--- config.mk ---
export PLATFORM = sky130hd
export DESIGN_NAME = dpa_mul_word_sequencer
export DESIGN_NICKNAME = d
export VERILOG_FILES = /design/src/rtl/dpa_pkg.sv /design/src/rtl/DPA_1bit_mul_v.sv /design/src/rtl/dpa_mul_word_sequencer.sv
export SDC_FILE = /design/constraint.sdc
export NUM_CORES = 1
export LEC_CHECK = 0
export CAP_MARGIN = 5
export CORE_MARGIN = 5
export CORE_UTILIZATION = 45
export DETAILED_ROUTE_END_ITERATION = 16
export MAX_ROUTING_LAYER = met4
export PLACE_DENSITY = 0.77
export SYNTH_ARGS = -nofsm -noshare
export SYNTH_HDL_FRONTEND = slang
export SYNTH_SLANG_ARGS = --single-unit
export TNS_END_PERCENT = 30
--- constraint.sdc ---
create_clock -name clock -period 1.7 [get_ports clock]
set_input_delay 0.17 -clock clock [delete_from_list [all_inputs] [get_ports clock]]
set_output_delay 0.17 -clock clock [all_outputs]
set_load 0.03 [all_outputs]
--- src/rtl/dpa_pkg.sv ---
`default_nettype none
// +-----------------------------------------------------------------------------+
// | Module      : dpa_pkg                                                       |
// | Description : Shared types and helpers for the masked multiplier sequencer. |
// | Revision    : 1.0 - initial release                                         |
// +-----------------------------------------------------------------------------+
package dpa_pkg;

    typedef enum logic [1:0] {
        IDLE  = 2'd0,
        RUN   = 2'd1,
        DRAIN = 2'd2,
        DONE  = 2'd3
    } seq_state_t;

    localparam int c_default_shares = 3;
    localparam int c_default_width  = 8;

    typedef logic [c_default_width-1:0]                      dpa_word_t;
    typedef dpa_word_t [c_default_shares-1:0]                dpa_share_word_t;

    function automatic int rand_bits(input int n);
        return n * (n - 1) / 2;
    endfunction

    // Position of the random bit shared by share pair (i, j), i < j, in the flat rnd vector.
    function automatic int pair_index(input int i, input int j, input int n);
        return i * n - (i * (i + 1)) / 2 + (j - i - 1);
    endfunction

endpackage
`default_nettype wire

--- src/rtl/DPA_1bit_mul_v.sv ---
`default_nettype none
// +-----------------------------------------------------------------------------+
// | Module      : DPA_1bit_mul_v                                                |
// | Description : One-bit masked AND gate with a registered output per share.   |
// | Revision    : 1.0 - initial release                                         |
// +-----------------------------------------------------------------------------+
module DPA_1bit_mul_v
    import dpa_pkg::*;
#(
    parameter int NUMBER_OF_SHARES = 3
) (
    input  logic                                    clock,
    input  logic [NUMBER_OF_SHARES-1:0]             x,
    input  logic [NUMBER_OF_SHARES-1:0]             y,
    input  logic [rand_bits(NUMBER_OF_SHARES)-1:0]  r,
    output logic [NUMBER_OF_SHARES-1:0]             q
);

    logic [NUMBER_OF_SHARES-1:0] w_q_next;
    logic [NUMBER_OF_SHARES-1:0] r_q;

    // Each cross product is refreshed by the random bit of its share pair,
    // so every random bit lands in exactly two output shares.
    for (genvar i = 0; i < NUMBER_OF_SHARES; i++) begin : g_share
        logic [NUMBER_OF_SHARES-1:0] w_term;
        for (genvar j = 0; j < NUMBER_OF_SHARES; j++) begin : g_term
            if (j == i) begin : g_inner
                assign w_term[j] = x[i] & y[i];
            end else if (j > i) begin : g_upper
                assign w_term[j] = (x[i] & y[j]) ^ r[pair_index(i, j, NUMBER_OF_SHARES)];
            end else begin : g_lower
                assign w_term[j] = (x[i] & y[j]) ^ r[pair_index(j, i, NUMBER_OF_SHARES)];
            end
        end
        assign w_q_next[i] = ^w_term;
    end

    always_ff @(posedge clock) begin
        r_q <= w_q_next;
    end

    assign q = r_q;

endmodule
`default_nettype wire

--- src/rtl/dpa_mul_word_sequencer.sv ---
`default_nettype none
// +-----------------------------------------------------------------------------+
// | Module      : dpa_mul_word_sequencer                                        |
// | Description : Bit-serial masked AND of two shared words over one 1-bit gate.|
// | Revision    : 1.0 - initial release                                         |
// +-----------------------------------------------------------------------------+
module dpa_mul_word_sequencer
    import dpa_pkg::*;
#(
    parameter int NUMBER_OF_SHARES = 3,
    parameter int WIDTH            = 8
) (
    input  logic                                        clock,
    input  logic                                        reset_n,
    input  logic                                        in_valid,
    output logic                                        in_ready,
    input  logic [NUMBER_OF_SHARES-1:0][WIDTH-1:0]      x,
    input  logic [NUMBER_OF_SHARES-1:0][WIDTH-1:0]      y,
    input  logic                                        rnd_valid,
    output logic                                        rnd_ready,
    input  logic [rand_bits(NUMBER_OF_SHARES)-1:0]      rnd,
    output logic                                        out_valid,
    input  logic                                        out_ready,
    output logic [NUMBER_OF_SHARES-1:0][WIDTH-1:0]      q
);

    localparam int R_BITS = rand_bits(NUMBER_OF_SHARES);
    localparam int CNT_W  = $clog2(WIDTH + 1);
    localparam logic [CNT_W-1:0] c_last_idx = CNT_W'(WIDTH - 1);

    seq_state_t                                 r_state;
    seq_state_t                                 w_state_next;
    logic [CNT_W-1:0]                           r_bit_idx;
    logic [CNT_W-1:0]                           r_inflight_idx;
    logic                                       r_inflight;
    logic [NUMBER_OF_SHARES-1:0][WIDTH-1:0]     r_x;
    logic [NUMBER_OF_SHARES-1:0][WIDTH-1:0]     r_y;
    logic [NUMBER_OF_SHARES-1:0][WIDTH-1:0]     r_res;
    logic [NUMBER_OF_SHARES-1:0][WIDTH-1:0]     w_res_next;
    logic                                       w_accept;
    logic                                       w_issue;
    logic                                       w_release;
    logic [NUMBER_OF_SHARES-1:0]                w_gate_x;
    logic [NUMBER_OF_SHARES-1:0]                w_gate_y;
    logic [NUMBER_OF_SHARES-1:0]                w_gate_q;
    logic [R_BITS-1:0]                          w_gate_r;
    logic [WIDTH-1:0]                           w_cap_mask;

    always_ff @(posedge clock or negedge reset_n) begin
        if (!reset_n) begin
            r_state <= IDLE;
        end else begin
            r_state <= w_state_next;
        end
    end

    always_comb begin
        w_state_next = r_state;
        case (r_state)
            IDLE:    if (in_valid)                              w_state_next = RUN;
            RUN:     if (rnd_valid && (r_bit_idx == c_last_idx)) w_state_next = DRAIN;
            DRAIN:                                              w_state_next = DONE;
            DONE:    if (out_ready)                             w_state_next = IDLE;
            default:                                            w_state_next = IDLE;
        endcase
    end

    always_comb begin
        in_ready  = (r_state == IDLE);
        rnd_ready = (r_state == RUN);
        out_valid = (r_state == DONE);
        w_accept  = in_ready  & in_valid;
        w_issue   = rnd_ready & rnd_valid;
        w_release = out_valid & out_ready;
    end

    // Gate inputs are forced to zero on non-issue cycles so no stale operand bit reaches the gate.
    assign w_gate_r   = w_issue ? rnd : '0;
    assign w_cap_mask = r_inflight ? (WIDTH'(1) << r_inflight_idx) : '0;

    for (genvar i = 0; i < NUMBER_OF_SHARES; i++) begin : g_lane
        logic [WIDTH-1:0] w_x_shift;
        logic [WIDTH-1:0] w_y_shift;
        assign w_x_shift     = r_x[i] >> r_bit_idx;
        assign w_y_shift     = r_y[i] >> r_bit_idx;
        assign w_gate_x[i]   = w_issue & w_x_shift[0];
        assign w_gate_y[i]   = w_issue & w_y_shift[0];
        assign w_res_next[i] = (r_res[i] & ~w_cap_mask) | ({WIDTH{w_gate_q[i]}} & w_cap_mask);
    end

    DPA_1bit_mul_v #(
        .NUMBER_OF_SHARES (NUMBER_OF_SHARES)
    ) u_gate (
        .clock (clock),
        .x     (w_gate_x),
        .y     (w_gate_y),
        .r     (w_gate_r),
        .q     (w_gate_q)
    );

    always_ff @(posedge clock or negedge reset_n) begin
        if (!reset_n) begin
            r_x            <= '0;
            r_y            <= '0;
            r_bit_idx      <= '0;
            r_inflight     <= 1'b0;
            r_inflight_idx <= '0;
        end else begin
            r_inflight <= w_issue;
            if (w_accept) begin
                r_x       <= x;
                r_y       <= y;
                r_bit_idx <= '0;
            end else if (w_release) begin
                r_x <= '0;
                r_y <= '0;
            end
            if (w_issue) begin
                r_bit_idx      <= r_bit_idx + CNT_W'(1);
                r_inflight_idx <= r_bit_idx;
            end
        end
    end

    // The gate output of an issue arrives one cycle later, tagged by r_inflight.
    always_ff @(posedge clock or negedge reset_n) begin
        if (!reset_n) begin
            r_res <= '0;
        end else if (w_release) begin
            r_res <= '0;
        end else begin
            r_res <= w_res_next;
        end
    end

    assign q = r_res;

endmodule
`default_nettype wire

# Word-level counts from Yosys, hierarchy flattened
# Index checks and enable logic that the tools add are counted.
[word_totals]
wordCells = 83
out_inout_bits = 27
reg_bits = 86
[op_classes]
n_mux = 12
reduce_logical = 8
shifts = 7
eq_ne = 7
n_addsub = 1
n_bitwise = 34
[op_table]
columns = ["operator", "count"]
rows = [
  ["24-bit two-way mux", 4],
  ["8-bit bitwise AND", 6],
  ["8-bit by 4-bit right shift with 1-bit output", 6],
  ["8-bit bitwise OR", 3],
  ["1-bit bitwise AND", 18],
  ["3-bit parity", 3],
  ["4-bit two-way mux", 2],
  ["8-bit two-way mux", 1],
  ["8-bit inverter", 1],
  ["2-bit case mux with 4 select lines", 1],
  ["1-bit by 4-bit left shift with 8-bit output, first input constant", 1],
  ["2-bit two-way mux", 3],
  ["1-bit bitwise XOR", 6],
  ["4-bit by 1-bit adder with 4-bit output, second input constant", 1],
  ["2-bit equality test, second input constant", 2],
  ["4-bit by 3-bit equality test with 1-bit output, second input constant", 1],
  ["2-bit by 1-bit inequality test with 1-bit output, second input constant", 2],
  ["2-bit nonzero test", 2],
  ["3-bit two-way mux", 1],
  ["3-bit AND reduction", 1],
  ["2-bit by 1-bit equality test with 1-bit output, second input constant", 1],
  ["2-bit logical NOT", 1],
  ["2-bit inequality test, second input constant", 1],
  ["1-bit logical AND", 1],
]

# Longest topological paths before layout
[depth]
word_depth = 6
mapped_depth = 8
mapped_depth_nobuf = 8

# Hierarchy
# Synthesis repeated with hierarchy kept, for this count alone.
[hier_totals]
cells_unflattened = 339
area_unflattened_um2 = 3918.8
[by_module_without_submodules]
columns = ["mod", "instances", "area_each_um2", "cells_each"]
rows = [
  ["dpa_mul_word_sequencer", 1, 3769.9, 326],
  ["DPA_1bit_mul_v", 1, 148.9, 13],
]

# Worst setup path after synthesis
# Ideal clock, no wire load.
[synth_path]
kind = "register -> register"
start = "reg r_state[0]"
end = "reg r_x[15] (netlist name)"
synth_period_minus_slack_ns = 1.980
n_path_buf = 3
stages_incl_launch_ff = 8
required_time_ns = 1.635
slack_ns = -0.280
setup_time_ns = 0.065
t_arrival_ns = 1.915
cell_sequence = "dfrtp_1 inv_1 ha_1 and2_1 clkbuf_1 clkbuf_1 clkbuf_1 a22o_1"
[synth_via]
elab_chain_len = 3
word_cells_on_any_way = 6
classes_between = "eq/ne: 1; mux: 1; bitwise: 2; reduce/logical: 2"
[synth_lines]
columns = ["item", "line", "text"]
rows = [
  ["start: declaration", "dpa_mul_word_sequencer.sv:31", "seq_state_t r_state;"],
  ["start signal: assignment", "dpa_mul_word_sequencer.sv:53", "r_state <= w_state_next;"],
  ["2-bit logical NOT *", "dpa_mul_word_sequencer.sv:69", "in_ready = (r_state == IDLE);"],
  ["named net in_ready", "dpa_mul_word_sequencer.sv:16", "output logic in_ready,"],
  ["1-bit bitwise AND *", "dpa_mul_word_sequencer.sv:72", "w_accept = in_ready & in_valid;"],
  ["24-bit two-way mux / 2-bit nonzero test (equally long branches)", "--", ""],
  ["end signal: assignment", "dpa_mul_word_sequencer.sv:103", "r_x <= '0;"],
  ["end signal: assignment", "dpa_mul_word_sequencer.sv:111", "r_x <= x;"],
  ["end signal: assignment", "dpa_mul_word_sequencer.sv:115", "r_x <= '0;"],
  ["end: declaration", "dpa_mul_word_sequencer.sv:36", "logic [NUMBER_OF_SHARES-1:0][WIDTH-1:0] r_x;"],
]
# The timed path passes the listed nets; every way through them passes the cells marked *.
# A chain may end at the register's enable or synchronous reset.

# Final worst setup path
[layout_path]
start = "reg r_bit_idx[0]"
end = "reg u_gate.r_q[2], in the netlist u_gate.q[2]"
[layout_via]
elab_chain_len = 5
word_cells_on_any_way = 14
classes_between = "shift: 4; bitwise: 9; reduce/logical: 1"
[layout_lines]
columns = ["item", "line", "text"]
rows = [
  ["start: declaration", "dpa_mul_word_sequencer.sv:33", "logic [CNT_W-1:0] r_bit_idx;"],
  ["start signal: assignment", "dpa_mul_word_sequencer.sv:119", "r_bit_idx <= r_bit_idx + CNT_W'(1);"],
  ["8-bit by 4-bit right shift with 1-bit output (on tied branches)", "dpa_mul_word_sequencer.sv:84, dpa_mul_word_sequencer.sv:85", ""],
  ["1-bit bitwise AND (on tied branches)", "dpa_mul_word_sequencer.sv:86, dpa_mul_word_sequencer.sv:87", ""],
  ["1-bit bitwise AND", "DPA_1bit_mul_v.sv:32", "assign w_term[j] = (x[i] & y[j]) ^ r[pair_index(j, i, NUMBER_OF_SHARES)];"],
  ["1-bit bitwise XOR", "DPA_1bit_mul_v.sv:32", ""],
  ["3-bit parity *", "DPA_1bit_mul_v.sv:35", "assign w_q_next[i] = ^w_term;"],
  ["named net u_gate.w_q_next[2]", "DPA_1bit_mul_v.sv:19", "logic [NUMBER_OF_SHARES-1:0] w_q_next;"],
  ["end signal: assignment", "DPA_1bit_mul_v.sv:39", "r_q <= w_q_next;"],
  ["end: declaration", "DPA_1bit_mul_v.sv:20", "logic [NUMBER_OF_SHARES-1:0] r_q;"],
]
# Marks and branches as above.

==> summary.txt <==
Outcome -> finished with violations
Violated checks -> negative setup slack
Post-Route WL -> 8.56 mm
Final WS setup -> -48.8 ps
Crit path launch type -> flip-flop
Leakage power -> 0.00229 µW
TritonCTS buffer count -> 9
Post-Layout Cell Count -> 494
Final hold viol count -> 0
Met3 global-route usage -> 3.86%
Crit. End Element -> flip-flop
Final Wtd Congestion -> 0.761
Crit Path Max Fanout -> 5
Die Footprint -> 10300 µm²
Final ANT Viol Nets -> 0
Required @ worst endpoint -> 1950 ps
Post-synth top area cell -> dfrtp_1
Initial antenna violation count -> 0
Nets@finish -> 445
Reg-to-reg slack, setup -> -50 ps
Max Transition Viols Final -> 0
CTS max path bufs -> 2
Clock Pin Slew Worst Setup and Hold Paths -> 80 ps
Vias -> 2713
Die X-Extent -> 102 µm
Register area -> 2140 µm²
CORE AREA -> 8220 µm²
Largest net degree at the start of global routing -> 49
Clock Latency Late Sink -> 350 ps
# DRC -> 0
M2 GR Usage -> 27.7%
Least-Margin Pin Slew -> 414 ps
ANT cells -> 0
Compound-Gate Fraction of Synth Area -> 13.4%
Period minus WS final -> 1750 ps
Power Dens Cells -> 1620 nW/µm²
Multi-input combinational cell area -> 1600 µm²
DR pass1 iterations -> 4
Die height -> 102 µm
Met1 Use GR -> 25.1%
CTS H-tree lvls -> 3
Initial drt markers -> 95
Top-area cell type share of the netlist area -> 55.0%
Count of cell types in the netlist -> 31
# setup viols final -> 3
CTS tree -> yes
Register area share after synthesis -> 56.6%
Ports -> 83
Vias in the first global route -> 2841
GRT busiest layer -> met2
Share of cells above drive strength 1 -> 17.5%
Yosys reg bits -> 86
Worst IR Drop VDD -> 898 µV
FP Rows -> 33
Final worst-path cycle share -> 103%
Adder-Cell Fraction of Synth Area -> 1.66%
Worst EP arrival -> 2000 ps
Fillers -> 657
Worst Hold Class -> input pin to async pin
Synth warn -> 0
Unrepaired setup endpoints after global routing -> true
Total GRT Usage -> 18.3%
TritonCTS Sinks -> 86
Setup CP Type -> flip-flop to flip-flop
Vias/cell -> 5.49
Starting Density -> 46.0%
Area growth from synthesis to layout -> 34.7%
Main combinational cell family by area after synthesis -> multiplexers
Largest cells by area after synthesis -> dfrtp_1 55%, a22o_1 12%, mux2i_1 6.9%
Dpl cell area -> 4820 µm²
Post-layout instance area -> 5090 µm²
DP Wirelength -> 6.05 mm
Syn nets -> 356
Reg2Reg Depth -> 6
Maximum achievable frequency -> 0.572 GHz
Drt wl/cell -> 17.3 µm
Mux contribution to synthesized area -> 14.2%
Synth Area in XOR/XNOR -> 3.48%
Root Driver -> clkbuf_8
Buffers on Ports -> 82
Grt ovf -> 0
Crit Reg-Reg Startpoint -> r_bit_idx[0]$_DFFE_PN0P_
Maximum capacitance violations -> 0
Worst slew margin relative to its limit -> 72.4%
Synth Area in Simple Gates -> 7.45%
Layout Skew -> 6.25 ps
Worst slack at placement -> -164 ps
Dpl cells -> 475
RR Endpoint -> u_gate.q[2]$_DFF_P_
Post-Syn Instances -> 295
Syn_area_per_cell -> 12.8 µm²
Synth Cell Area -> 3780 µm²
First-pass GRT wire length -> 14.3 mm
## flip-flops by register name (all words and copies together), names as in the netlist
name            flops
r_inflight_idx      4
r_state             2
r_bit_idx           4
r_inflight          1
u_gate.q            3
r_x                24
r_y                24
q                  24
## final cells by class
| class | instances | share of cell area [%] |
|---|---|---|
| flip-flops and latches | 86 | 42.0 |
| well taps | 105 | 2.58 |
| clock inverters | 6 | 1.35 |
| multi-input cells | 180 | 31.5 |
| repair buffers | 102 | 19.5 |
| clock buffers | 10 | 2.70 |
| inverters | 5 | 0.369 |
## metal layers
| layer | part of all wire [%] | up-vias |
|---|---|---|
| met5 | 0 | - |
| met4 | 1.0 | 0 |
| met3 | 4.6 | 9 |
| met2 | 48 | 84 |
| met1 | 46 | 1369 |
| li1 | - | 1251 |
## what timing repair did
| action | in CTS | in global routing |
|---|---|---|
| pin swaps | 0 | 4 |
| endpoints found under the setup margin | 8 | 9 |
| hold buffers | 1 | 0 |
| endpoints found under the hold margin | 28 | 0 |
| setup buffers | 0 | 2 |
| resized for setup | 9 | 11 |
## synth_stat cells, drive strengths merged
library cell	instances
nor4b	2
nand2b	1
mux2i	26
nand3b	3
buf	5
dfrtp	83
nand4b	1
nor2	26
dfxtp	3
mux2	4
nand3	4
inv	5
a222oi	1
nor3b	3
and2	2
and4b	1
a22o	50
ha	5
xor2	3
nor4	1
o21ai	6
and3	1
a21oi	6
clkbuf	19
nand2	12
mux4	10
xnor2	12
## layout by cell type, fill, tap and decap left out, types with 3 or more instances in the layout
| master | count |
|---|---|
| inv_1 | 4 |
| xnor2_1 | 12 |
| mux2_2 | 4 |
| nand3_1 | 4 |
| o21ai_0 | 6 |
| dfrtp_1 | 82 |
| clkdlybuf4s50_1 | 78 |
| a21oi_1 | 3 |
| xor2_1 | 3 |
| mux2i_1 | 24 |
| nor2_1 | 24 |
| nand2_1 | 11 |
| clkbuf_8 | 10 |
| buf_4 | 17 |
| a21oi_2 | 3 |
| dfxtp_1 | 3 |
| nor3b_1 | 3 |
| nand3b_1 | 3 |
| mux4_2 | 10 |
| a22o_1 | 50 |
## worst max-delay path by stage
stage	depth (start not counted)	slack, ps	end	from
floorplan	7	-30	u_gate.q[0]$_DFF_P_	r_state[1]$_DFFE_PN0P_
global placement	5	-70	u_gate.q[2]$_DFF_P_	r_bit_idx[0]$_DFFE_PN0P_
detailed placement	5	-160	u_gate.q[2]$_DFF_P_	r_bit_idx[0]$_DFFE_PN0P_
global route	5	-130	u_gate.q[2]$_DFF_P_	r_bit_idx[0]$_DFFE_PN0P_
finish	6	-50	u_gate.q[2]$_DFF_P_	r_bit_idx[0]$_DFFE_PN0P_
CTS	5	-60	u_gate.q[2]$_DFF_P_	r_bit_idx[0]$_DFFE_PN0P_
## report_power, final
| group | leakage [µW] | internal (µW) | switching, µW |
|---|---|---|---|
| registers | 0.00111 | 2780 | 567 |
| logic | 0.00107 | 1790 | 1640 |
| clock network | 0.000103 | 727 | 733 |
| total | 0.00229 | 5300 | 2940 |
## cells by family (layout without fill, tap and decap cells)
group | Yosys count | in the layout
xor+xnor | 15 | 15
buf+inv | 29 | 123
flops | 86 | 86
simple gates | 57 | 57
mux | 40 | 40
fa+ha+maj | 5 | 5
compound gates | 63 | 63
## critical path: stages, from the launching register on
cell	delay, ps
dfrtp_2	420
mux4_2	540
nor4b_2	190
mux2i_2	150
buf_4	160
a21oi_2	70
xnor2_1	120
## through the flow
stage	power (µW)	hold slack (ps)	utilization, %	TNS (ps)
detailed placement	6700	130	58.6	-613
global placement	6560	127	58.6	-200
finish	8230	293	62.0	-133
CTS	8200	282	61.3	-217
floorplan	5540	-126	-	-491
global route	8770	315	62.0	-477
Note: power is estimated with default switching activity, not from simulation.
